===== config.mk =====
export PLATFORM = sky130hd
export DESIGN_NAME = core_mem_s
export DESIGN_NICKNAME = d
export VERILOG_FILES = /design/src/rtl/core_mem_s.sv
export SDC_FILE = /design/constraint.sdc
export NUM_CORES = 1
export LEC_CHECK = 0
export ABC_AREA = 1
export CAP_MARGIN = 5
export CORE_ASPECT_RATIO = 1.25
export CORE_MARGIN = 10
export CORE_UTILIZATION = 35
export CTS_CLUSTER_DIAMETER = 80
export DETAILED_ROUTE_END_ITERATION = 8
export PLACE_DENSITY = 0.62
export REMOVE_ABC_BUFFERS = 1
export SLEW_MARGIN = 20
export SYNTH_ARGS = -nofsm -noshare
export SYNTH_HDL_FRONTEND = slang
export SYNTH_SLANG_ARGS = --single-unit

===== constraint.sdc =====
create_clock -name clk -period 19.26 [get_ports clk]
set_input_delay 3.852 -clock clk [delete_from_list [all_inputs] [get_ports clk]]
set_output_delay 3.852 -clock clk [all_outputs]
set_load 0.05 [all_outputs]

===== src/rtl/core_mem_s.sv =====
// core_mem_s: memory stage of the Selen pipeline. Issues L1D data-port
// requests, stalls until the access completes, aligns and extends load data,
// and registers the write-back result.
module core_mem_s (
  input  logic        clk,
  input  logic        rst,
  input  logic        mem_enb,
  input  logic        mem_kill,
  input  logic [6:0]  mem_l1d_bus_in,
  input  logic [31:0] mem_addr_in,
  input  logic [31:0] mem_w_data_in,
  input  logic [31:0] mem_alu_result_in,
  input  logic        mem_mux_alu_mem_in,
  input  logic        mem_we_reg_file_in,
  input  logic [2:0]  mem_wb_sx_op_in,
  output logic        l1d_req_val,
  output logic        l1d_req_we,
  output logic [31:0] l1d_req_addr,
  output logic [31:0] l1d_req_wdata,
  output logic [3:0]  l1d_req_be,
  input  logic        l1d_req_ack,
  input  logic        l1d_resp_val,
  input  logic [31:0] l1d_resp_data,
  output logic        mem_stall,
  output logic        mem_misalign,
  output logic [31:0] mem_wb_data_out_reg,
  output logic        mem_we_reg_file_out_reg
);

  typedef enum logic [1:0] {
    IDLE      = 2'd0,
    REQ       = 2'd1,
    WAIT_RESP = 2'd2
  } state_t;

  state_t      r_state, w_state_nxt;

  logic        w_in_val, w_in_we, w_in_bad;
  logic [3:0]  w_in_be;
  logic [31:0] w_in_wdata;
  logic        w_take, w_busy;

  logic        r_we, r_mux, r_we_rf, r_killed;
  logic [31:0] r_addr, r_wdata, r_alu;
  logic [3:0]  r_be;
  logic [2:0]  r_sx_op;

  logic [31:0] w_sel_addr, w_sel_alu, w_ext, w_wb_data;
  logic [2:0]  w_sel_sx;
  logic        w_sel_mux, w_sel_we_rf;

  // Select the addressed byte/half of a read word and sign/zero-extend it.
  function automatic logic [31:0] f_extend(input logic [31:0] word,
                                           input logic [1:0]  lane,
                                           input logic [2:0]  op);
    logic [31:0] sh_b, sh_h;
    logic [7:0]  b;
    logic [15:0] h;
    sh_b = word >> {lane, 3'b000};
    sh_h = word >> {lane[1], 4'b0000};
    b    = sh_b[7:0];
    h    = sh_h[15:0];
    case (op)
      3'b001:  f_extend = {{24{b[7]}}, b};
      3'b010:  f_extend = {24'h000000, b};
      3'b011:  f_extend = {{16{h[15]}}, h};
      3'b100:  f_extend = {16'h0000, h};
      default: f_extend = word;
    endcase
  endfunction

  // Decode the incoming request: lane enables, replicated store data, legality.
  always_comb begin
    w_in_val   = mem_l1d_bus_in[6];
    w_in_we    = mem_l1d_bus_in[5];
    w_in_be    = 4'b0000;
    w_in_wdata = 32'h0000_0000;
    w_in_bad   = (mem_l1d_bus_in[2:0] != 3'b000);
    case (mem_l1d_bus_in[4:3])
      2'b00: begin
        w_in_be    = 4'b0001 << mem_addr_in[1:0];
        w_in_wdata = {4{mem_w_data_in[7:0]}};
      end
      2'b01: begin
        w_in_be    = mem_addr_in[1] ? 4'b1100 : 4'b0011;
        w_in_wdata = {2{mem_w_data_in[15:0]}};
        w_in_bad   = w_in_bad | mem_addr_in[0];
      end
      2'b10: begin
        w_in_be    = 4'b1111;
        w_in_wdata = mem_w_data_in;
        w_in_bad   = w_in_bad | (mem_addr_in[1:0] != 2'b00);
      end
      default: begin
        w_in_bad   = 1'b1;
      end
    endcase
  end

  // State register.
  always_ff @(posedge clk or posedge rst) begin
    if (rst) begin
      r_state <= IDLE;
    end else begin
      r_state <= w_state_nxt;
    end
  end

  // Next-state logic and L1D request/stall/misalign outputs.
  always_comb begin
    w_state_nxt   = r_state;
    l1d_req_val   = 1'b0;
    l1d_req_we    = 1'b0;
    l1d_req_addr  = 32'h0000_0000;
    l1d_req_wdata = 32'h0000_0000;
    l1d_req_be    = 4'b0000;
    mem_stall     = 1'b0;
    mem_misalign  = 1'b0;
    w_take        = 1'b0;
    case (r_state)
      IDLE: begin
        if (!rst && w_in_val && w_in_bad) begin
          mem_misalign = 1'b1;
        end else if (!rst && w_in_val) begin
          l1d_req_val   = 1'b1;
          l1d_req_we    = w_in_we;
          l1d_req_addr  = {mem_addr_in[31:2], 2'b00};
          l1d_req_wdata = w_in_wdata;
          l1d_req_be    = w_in_be;
          if (l1d_req_ack && w_in_we) begin
            w_state_nxt = IDLE;
          end else if (l1d_req_ack) begin
            w_state_nxt = WAIT_RESP;
            mem_stall   = 1'b1;
            w_take      = 1'b1;
          end else begin
            w_state_nxt = REQ;
            mem_stall   = 1'b1;
            w_take      = 1'b1;
          end
        end else begin
          w_state_nxt = IDLE;
        end
      end
      REQ: begin
        l1d_req_val   = 1'b1;
        l1d_req_we    = r_we;
        l1d_req_addr  = {r_addr[31:2], 2'b00};
        l1d_req_wdata = r_wdata;
        l1d_req_be    = r_be;
        if (l1d_req_ack && r_we) begin
          w_state_nxt = IDLE;
        end else if (l1d_req_ack) begin
          w_state_nxt = WAIT_RESP;
          mem_stall   = 1'b1;
        end else begin
          mem_stall   = 1'b1;
        end
      end
      WAIT_RESP: begin
        if (l1d_resp_val) begin
          w_state_nxt = IDLE;
        end else begin
          mem_stall   = 1'b1;
        end
      end
      default: begin
        w_state_nxt = IDLE;
      end
    endcase
  end

  // Latch the request and its write-back context when a transaction starts.
  always_ff @(posedge clk or posedge rst) begin
    if (rst) begin
      r_we    <= 1'b0;
      r_addr  <= 32'h0000_0000;
      r_wdata <= 32'h0000_0000;
      r_be    <= 4'b0000;
      r_sx_op <= 3'b000;
      r_mux   <= 1'b0;
      r_we_rf <= 1'b0;
      r_alu   <= 32'h0000_0000;
    end else if (w_take) begin
      r_we    <= w_in_we;
      r_addr  <= mem_addr_in;
      r_wdata <= w_in_wdata;
      r_be    <= w_in_be;
      r_sx_op <= mem_wb_sx_op_in;
      r_mux   <= mem_mux_alu_mem_in;
      r_we_rf <= mem_we_reg_file_in;
      r_alu   <= mem_alu_result_in;
    end
  end

  // Remember a kill seen while a transaction is in flight so its result is dropped.
  always_ff @(posedge clk or posedge rst) begin
    if (rst) begin
      r_killed <= 1'b0;
    end else if (w_take) begin
      r_killed <= mem_kill;
    end else if (r_state != IDLE) begin
      r_killed <= r_killed | mem_kill;
    end else begin
      r_killed <= 1'b0;
    end
  end

  assign w_busy      = (r_state != IDLE);
  assign w_sel_addr  = w_busy ? r_addr  : mem_addr_in;
  assign w_sel_sx    = w_busy ? r_sx_op : mem_wb_sx_op_in;
  assign w_sel_mux   = w_busy ? r_mux   : mem_mux_alu_mem_in;
  assign w_sel_we_rf = w_busy ? r_we_rf : mem_we_reg_file_in;
  assign w_sel_alu   = w_busy ? r_alu   : mem_alu_result_in;
  assign w_ext       = f_extend(l1d_resp_data, w_sel_addr[1:0], w_sel_sx);
  assign w_wb_data   = w_sel_mux ? w_ext : w_sel_alu;

  // Write-back output registers: kill wins, otherwise capture on enable without stall.
  always_ff @(posedge clk or posedge rst) begin
    if (rst) begin
      mem_wb_data_out_reg     <= 32'h0000_0000;
      mem_we_reg_file_out_reg <= 1'b0;
    end else if (mem_kill) begin
      mem_wb_data_out_reg     <= 32'h0000_0000;
      mem_we_reg_file_out_reg <= 1'b0;
    end else if (mem_enb && !mem_stall) begin
      if (mem_misalign || (w_busy && r_killed)) begin
        mem_wb_data_out_reg     <= 32'h0000_0000;
        mem_we_reg_file_out_reg <= 1'b0;
      end else begin
        mem_wb_data_out_reg     <= w_wb_data;
        mem_we_reg_file_out_reg <= w_sel_we_rf;
      end
    end
  end

endmodule


== After elaboration in Yosys (flattened, before gate mapping) ==
Index checks and enable logic that the tools add are counted.
Word-level totals
  input bits: 146
  flip-flop bits (word level): 142
  logic and storage cells: 96
  output and inout bits: 105
Cells by class
  shift-type cells: 3
  reductions and logical operators: 16
  bitwise logic cells: 3
  mux-type cells: 51
  equality and inequality tests: 11
Operators with widths (count)
  32-bit 2-to-1 mux: 9
  32-bit case mux with 2 select lines: 2
  32-bit case mux with 4 select lines: 1
  32-bit case mux with 3 select lines: 1
  32-bit by 5-bit right shift with 16-bit output: 1
  32-bit by 5-bit right shift with 8-bit output: 1
  1-bit 2-to-1 mux: 19
  2-bit 2-to-1 mux: 8
  4-bit 2-to-1 mux: 3
  4-bit case mux with 3 select lines: 1
  4-bit case mux with 2 select lines: 1
  3-bit by 2-bit == test with 1-bit output, second input constant: 2
  1-bit logical AND: 6
  1-bit case mux with 3 select lines: 2
  2-bit case mux with 3 select lines: 1
  2-bit nonzero test: 3
  2-bit by 1-bit == test with 1-bit output, second input constant: 2
  2-bit == test, second input constant: 2
  2-bit logical NOT: 2
  2-bit != test, second input constant: 2
  1-bit case mux with 2 select lines: 2
  1-bit by 2-bit left shift with 4-bit output, first input constant: 1
  3-bit by 1-bit == test with 1-bit output, second input constant: 1
  3-bit == test, second input constant: 1
  7 further kinds: 10

== Longest topological paths before layout ==
  depth after elaboration: 10
  depth in mapped cells: 16
  mapped depth without buffers: 14

== Worst setup path before layout ==
OpenSTA, ideal clock, no wires.
  path type: input to output
  from: input port rst
  to: output port l1d_req_addr[24]
  buffers on the path: 1
  required time: 15.408 ns
  setup slack: 6.726 ns
  arrival: 8.682 ns
  stages on the path: 8
  cell sequence: inv_1 > nand2_1 > inv_1 > nand2_2 > nor2_4 > inv_1 > clkbuf_1 > o21ai_0
Between the ends
  longest elaborated chain between the ends: 5
  elaborated cells between the ends (all ways): 6
  classes of those cells: 3 x mux; 3 x reduce/logical
Ends and longest elaborated chain
  start: declaration: RTL line 6  | input logic rst,
  1-bit logical NOT (no line) *
  1-bit logical AND *: RTL line 122, 124
  32-bit 2-to-1 mux or 1-bit logical AND (tied branches): RTL line 124, 122
  32-bit 2-to-1 mux *: RTL line 122  | if (!rst && w_in_val && w_in_bad) begin
  32-bit case mux with 2 select lines *: RTL line 120  | case (r_state)
  end: declaration: RTL line 18  | output logic [31:0] l1d_req_addr,
Every way passes the cells marked *; elsewhere a longest branch is shown, timed or not.

== Worst setup path after layout ==
  from: input port mem_l1d_bus_in[3]
  to: output port l1d_req_addr[2]
Between the ends
  longest elaborated chain between the ends: 5
  elaborated cells between the ends (all ways): 7
  classes of those cells: 2 x eq/ne; 3 x mux; 2 x reduce/logical
Ends and longest elaborated chain
  start: declaration: RTL line 9  | input logic [6:0] mem_l1d_bus_in,
  2-bit == test (tied with other cells): RTL line 79  | case (mem_l1d_bus_in[4:3])
  1-bit case mux with 3 select lines *: RTL line 79
  1-bit logical AND *: RTL line 122
  32-bit 2-to-1 mux *: RTL line 122
  32-bit case mux with 2 select lines *: RTL line 120
Marked as above.

==> impl_metrics.env <==
export IMPL_status="finished clean"
export IMPL_seq_area_frac_synth_pct=39.97
export IMPL_final_nets=1692
export IMPL_min_path_cells=2
export IMPL_finalHoldViolCount=0
export IMPL_clockBufferDepth=2
export IMPL_antenna_found_initial=1
export IMPL_powerDensity_nw_per_um2=112.9
export IMPL_utilization_pct=48.00
export IMPL_ioPinCount=251
export IMPL_n_fill_cell=2512
export IMPL_synth_top_area_share_pct=39.97
export IMPL_mostFrequentLayoutCells="499 x nand2_1, 248 x clkdlybuf4s50_1, 200 x o21ai_0, 181 x inv_1, 142 x dfrtp_1"
export IMPL_slew_violations=0
export IMPL_fp_coreArea_sq_um=25130
export IMPL_p_sw_uw=567.8
export IMPL_grtUsageTotal_pct=18.00
export IMPL_vias_per_cell=4.761
export IMPL_max_freq_mhz=84.12
export IMPL_path_class="in -> out"
export IMPL_start_util_pct=35.37
export IMPL_io_buffer_count=248
export IMPL_p_leak_nw=6.001
export IMPL_crit_path_start_kind="input pin"
export IMPL_wl_met2_mm=13.60
export IMPL_grt_max_degree=81
export IMPL_yosysTopAreaCell="dfrtp_1"
export IMPL_worstSkewPairLatency_ps=420
export IMPL_area_growth_pct=35.68
export IMPL_cts_hold_buf=0
export IMPL_synth_area_leaders="dfrtp_1 40%, nand2_1 21%, o21ai_0 11%, inv_1 7.7%, nand3_1 4.4%"
export IMPL_vias=9003
export IMPL_cts_made_buffers=17
export IMPL_relSlewSlack_pct=32.21
export IMPL_cts_setup_buffers=0
export IMPL_post_route_period_util_pct=61.72
export IMPL_yosys_register_bits=142
export IMPL_synthCells=1345
export IMPL_htree_levels=4
export IMPL_layout_commonest_cell="nand2_1"
export IMPL_wl_met3_mm=2.311
export IMPL_cap_violations=0
export IMPL_ys_types=32
export IMPL_die_area_sq_um=32210
export IMPL_critPathMaxFanout=42
export IMPL_required_ps=15410
export IMPL_grt_first_pass_wirelength_mm=47.23
export IMPL_first_pass_iters=5
export IMPL_tightest_slew_ps=1014
export IMPL_placed_cell_area_sq_um=11460
export IMPL_r2r_cells=11
export IMPL_dp_hpwl_mm=21.03
export IMPL_swShare_pct=41.71
export IMPL_cts_resized=0
export IMPL_antenna_left=0
export IMPL_grt_pass1_vias=9067
export IMPL_fin_cells=1891
export IMPL_min_period_ps=11890
export IMPL_clkTransAtPathRegs_ps=60
export IMPL_endpoint_kind="primary output"
export IMPL_gp_congestion=0.8415
export IMPL_drtIter0Drc=559
export IMPL_p_clk_share_pct=23.9
export IMPL_crit_arrival_ps=8040
export IMPL_rows=65
export IMPL_drive_gt1_share_pct=4.952
export IMPL_wl_met1_mm=12.58
export IMPL_ir_worst_vdd_uv=77.70
export IMPL_dp_cells=1857
export IMPL_root_buffer="clkbuf_16"
export IMPL_synth_area_per_cell_sq_um=6.609
export IMPL_rsz0062_at_grt="no"
export IMPL_worst_hold_slack_ps=478.9
export IMPL_fp_dieW_um=162.5
export IMPL_tritoncts="yes"
export IMPL_min_path_type="reg -> reg"
export IMPL_combPwrFrac_pct=42.2
export IMPL_final_setup_tns_ps=0
export IMPL_drc=0
export IMPL_pwr_share_seq_pct=33.8
export IMPL_overflow=0
export IMPL_netlist_area_sq_um=8890
export IMPL_fin_skew_ps=11.52
export IMPL_p_int_uw=793.5
export IMPL_yosysWarnings=0
export IMPL_clock_sinks=142
export IMPL_top_layer_used="met4"
export IMPL_wl_mm=29.11
export IMPL_drt_wirelength_per_cell_um=15.39
export IMPL_chipHeight_um=198.2
export IMPL_finalSetupViolCount=0
export IMPL_fin_area_sq_um=12060
==> cells by family after synthesis <==
kind of cell / after synthesis / synth area share (%)
AND/OR/NAND/NOR: 671 / 31.87
buffers and inverters: 268 / 12.40
AO/OA/AOI/OAI: 259 / 15.16
flip-flops: 142 / 39.97
adder cells (fa/ha/maj): 4 / 0.5630
other: 1 / 0.04218
==> path summary, 6_finish.rpt <==
| check | startpoint | end | slack [ps] |
|---|---|---|---|
| setup reg to reg | r_state[0] | mem_wb_data_out_reg[10] | 15080 |
| max in group asynchronous | rst | r_addr[1] | 14110 |
| min in group asynchronous | rst | r_wdata[26] | 3910 |
| setup / recovery | mem_l1d_bus_in[3] | l1d_req_addr[2] | 7370 |
| hold / removal | r_alu[23] | r_alu[23] | 480 |
| hold reg to reg | r_alu[23] | r_alu[23] | 480 |
==> worst max-delay path: stages <==
cell	delay, ps
clkdlybuf4s50_1	520
inv_1	70
ha_1	460
nand2_1	140
nand2_1	60
a21oi_1	130
nand2_1	130
nor2_4	790
inv_1	630
o21ai_0	370
clkdlybuf4s50_1	860
==> power groups by stage <==
| stage | logic (mW) | registers [mW] | clock network, mW |
|---|---|---|---|
| floorplan | 0.345 | 0.506 | 0 |
| global placement | 0.571 | 0.461 | 0 |
| detailed placement | 0.578 | 0.464 | 0 |
| CTS | 0.581 | 0.460 | 0.335 |
| global route | 0.647 | 0.473 | 0.347 |
| finish | 0.575 | 0.460 | 0.326 |
==> routing by layer <==
layer | vias to the layer above | global-route usage (%)
met5 | - | 0
met1 | 4101 | 22.29
met3 | 30 | 5.672
met4 | 0 | 5.819
li1 | 4586 | -
met2 | 286 | 29.13
==> Yosys cell counts <==
cell type and n:
a211oi_1 1, a21oi_1 13, a22oi_1 8, a31oi_1 2
buf_1 4, buf_2 27, buf_4 8, buf_6 4
clkbuf_1 35, clkinv_1 3, conb_1 1, dfrtp_1 142
ha_1 4, inv_1 182, inv_2 4, inv_4 1
nand2_1 499, nand2_2 23, nand2_8 2, nand3_1 79
nand3_2 2, nand3_4 4, nand4_1 2, nor2_1 33
nor2_4 3, nor3_1 24, o21a_1 1, o21ai_0 200
o21ai_1 24, o21ai_4 1, o21bai_1 1, o22ai_1 8
==> per-stage QoR <==
step                setup slack, ps  total power [mW]
CTS                            7330             1.376
finish                         7372             1.361
global placement               7448             1.032
global route                   6952             1.467
detailed placement             7360             1.042
floorplan                      5924            0.8508
==> layout make-up <==
type                    count  area [sq um]  area share, %
diodes                      1         2.502        0.02075
clock buffers              20         436.7          3.620
clock inverters            12         137.6          1.141
inverters                 190         721.9          5.985
multi-input cells         936          4243          35.18
flip-flops and latches    142          3553          29.46
well taps                 335         419.2          3.475
repair buffers            255          2547          21.12
Power figures use the tool's default switching activity.
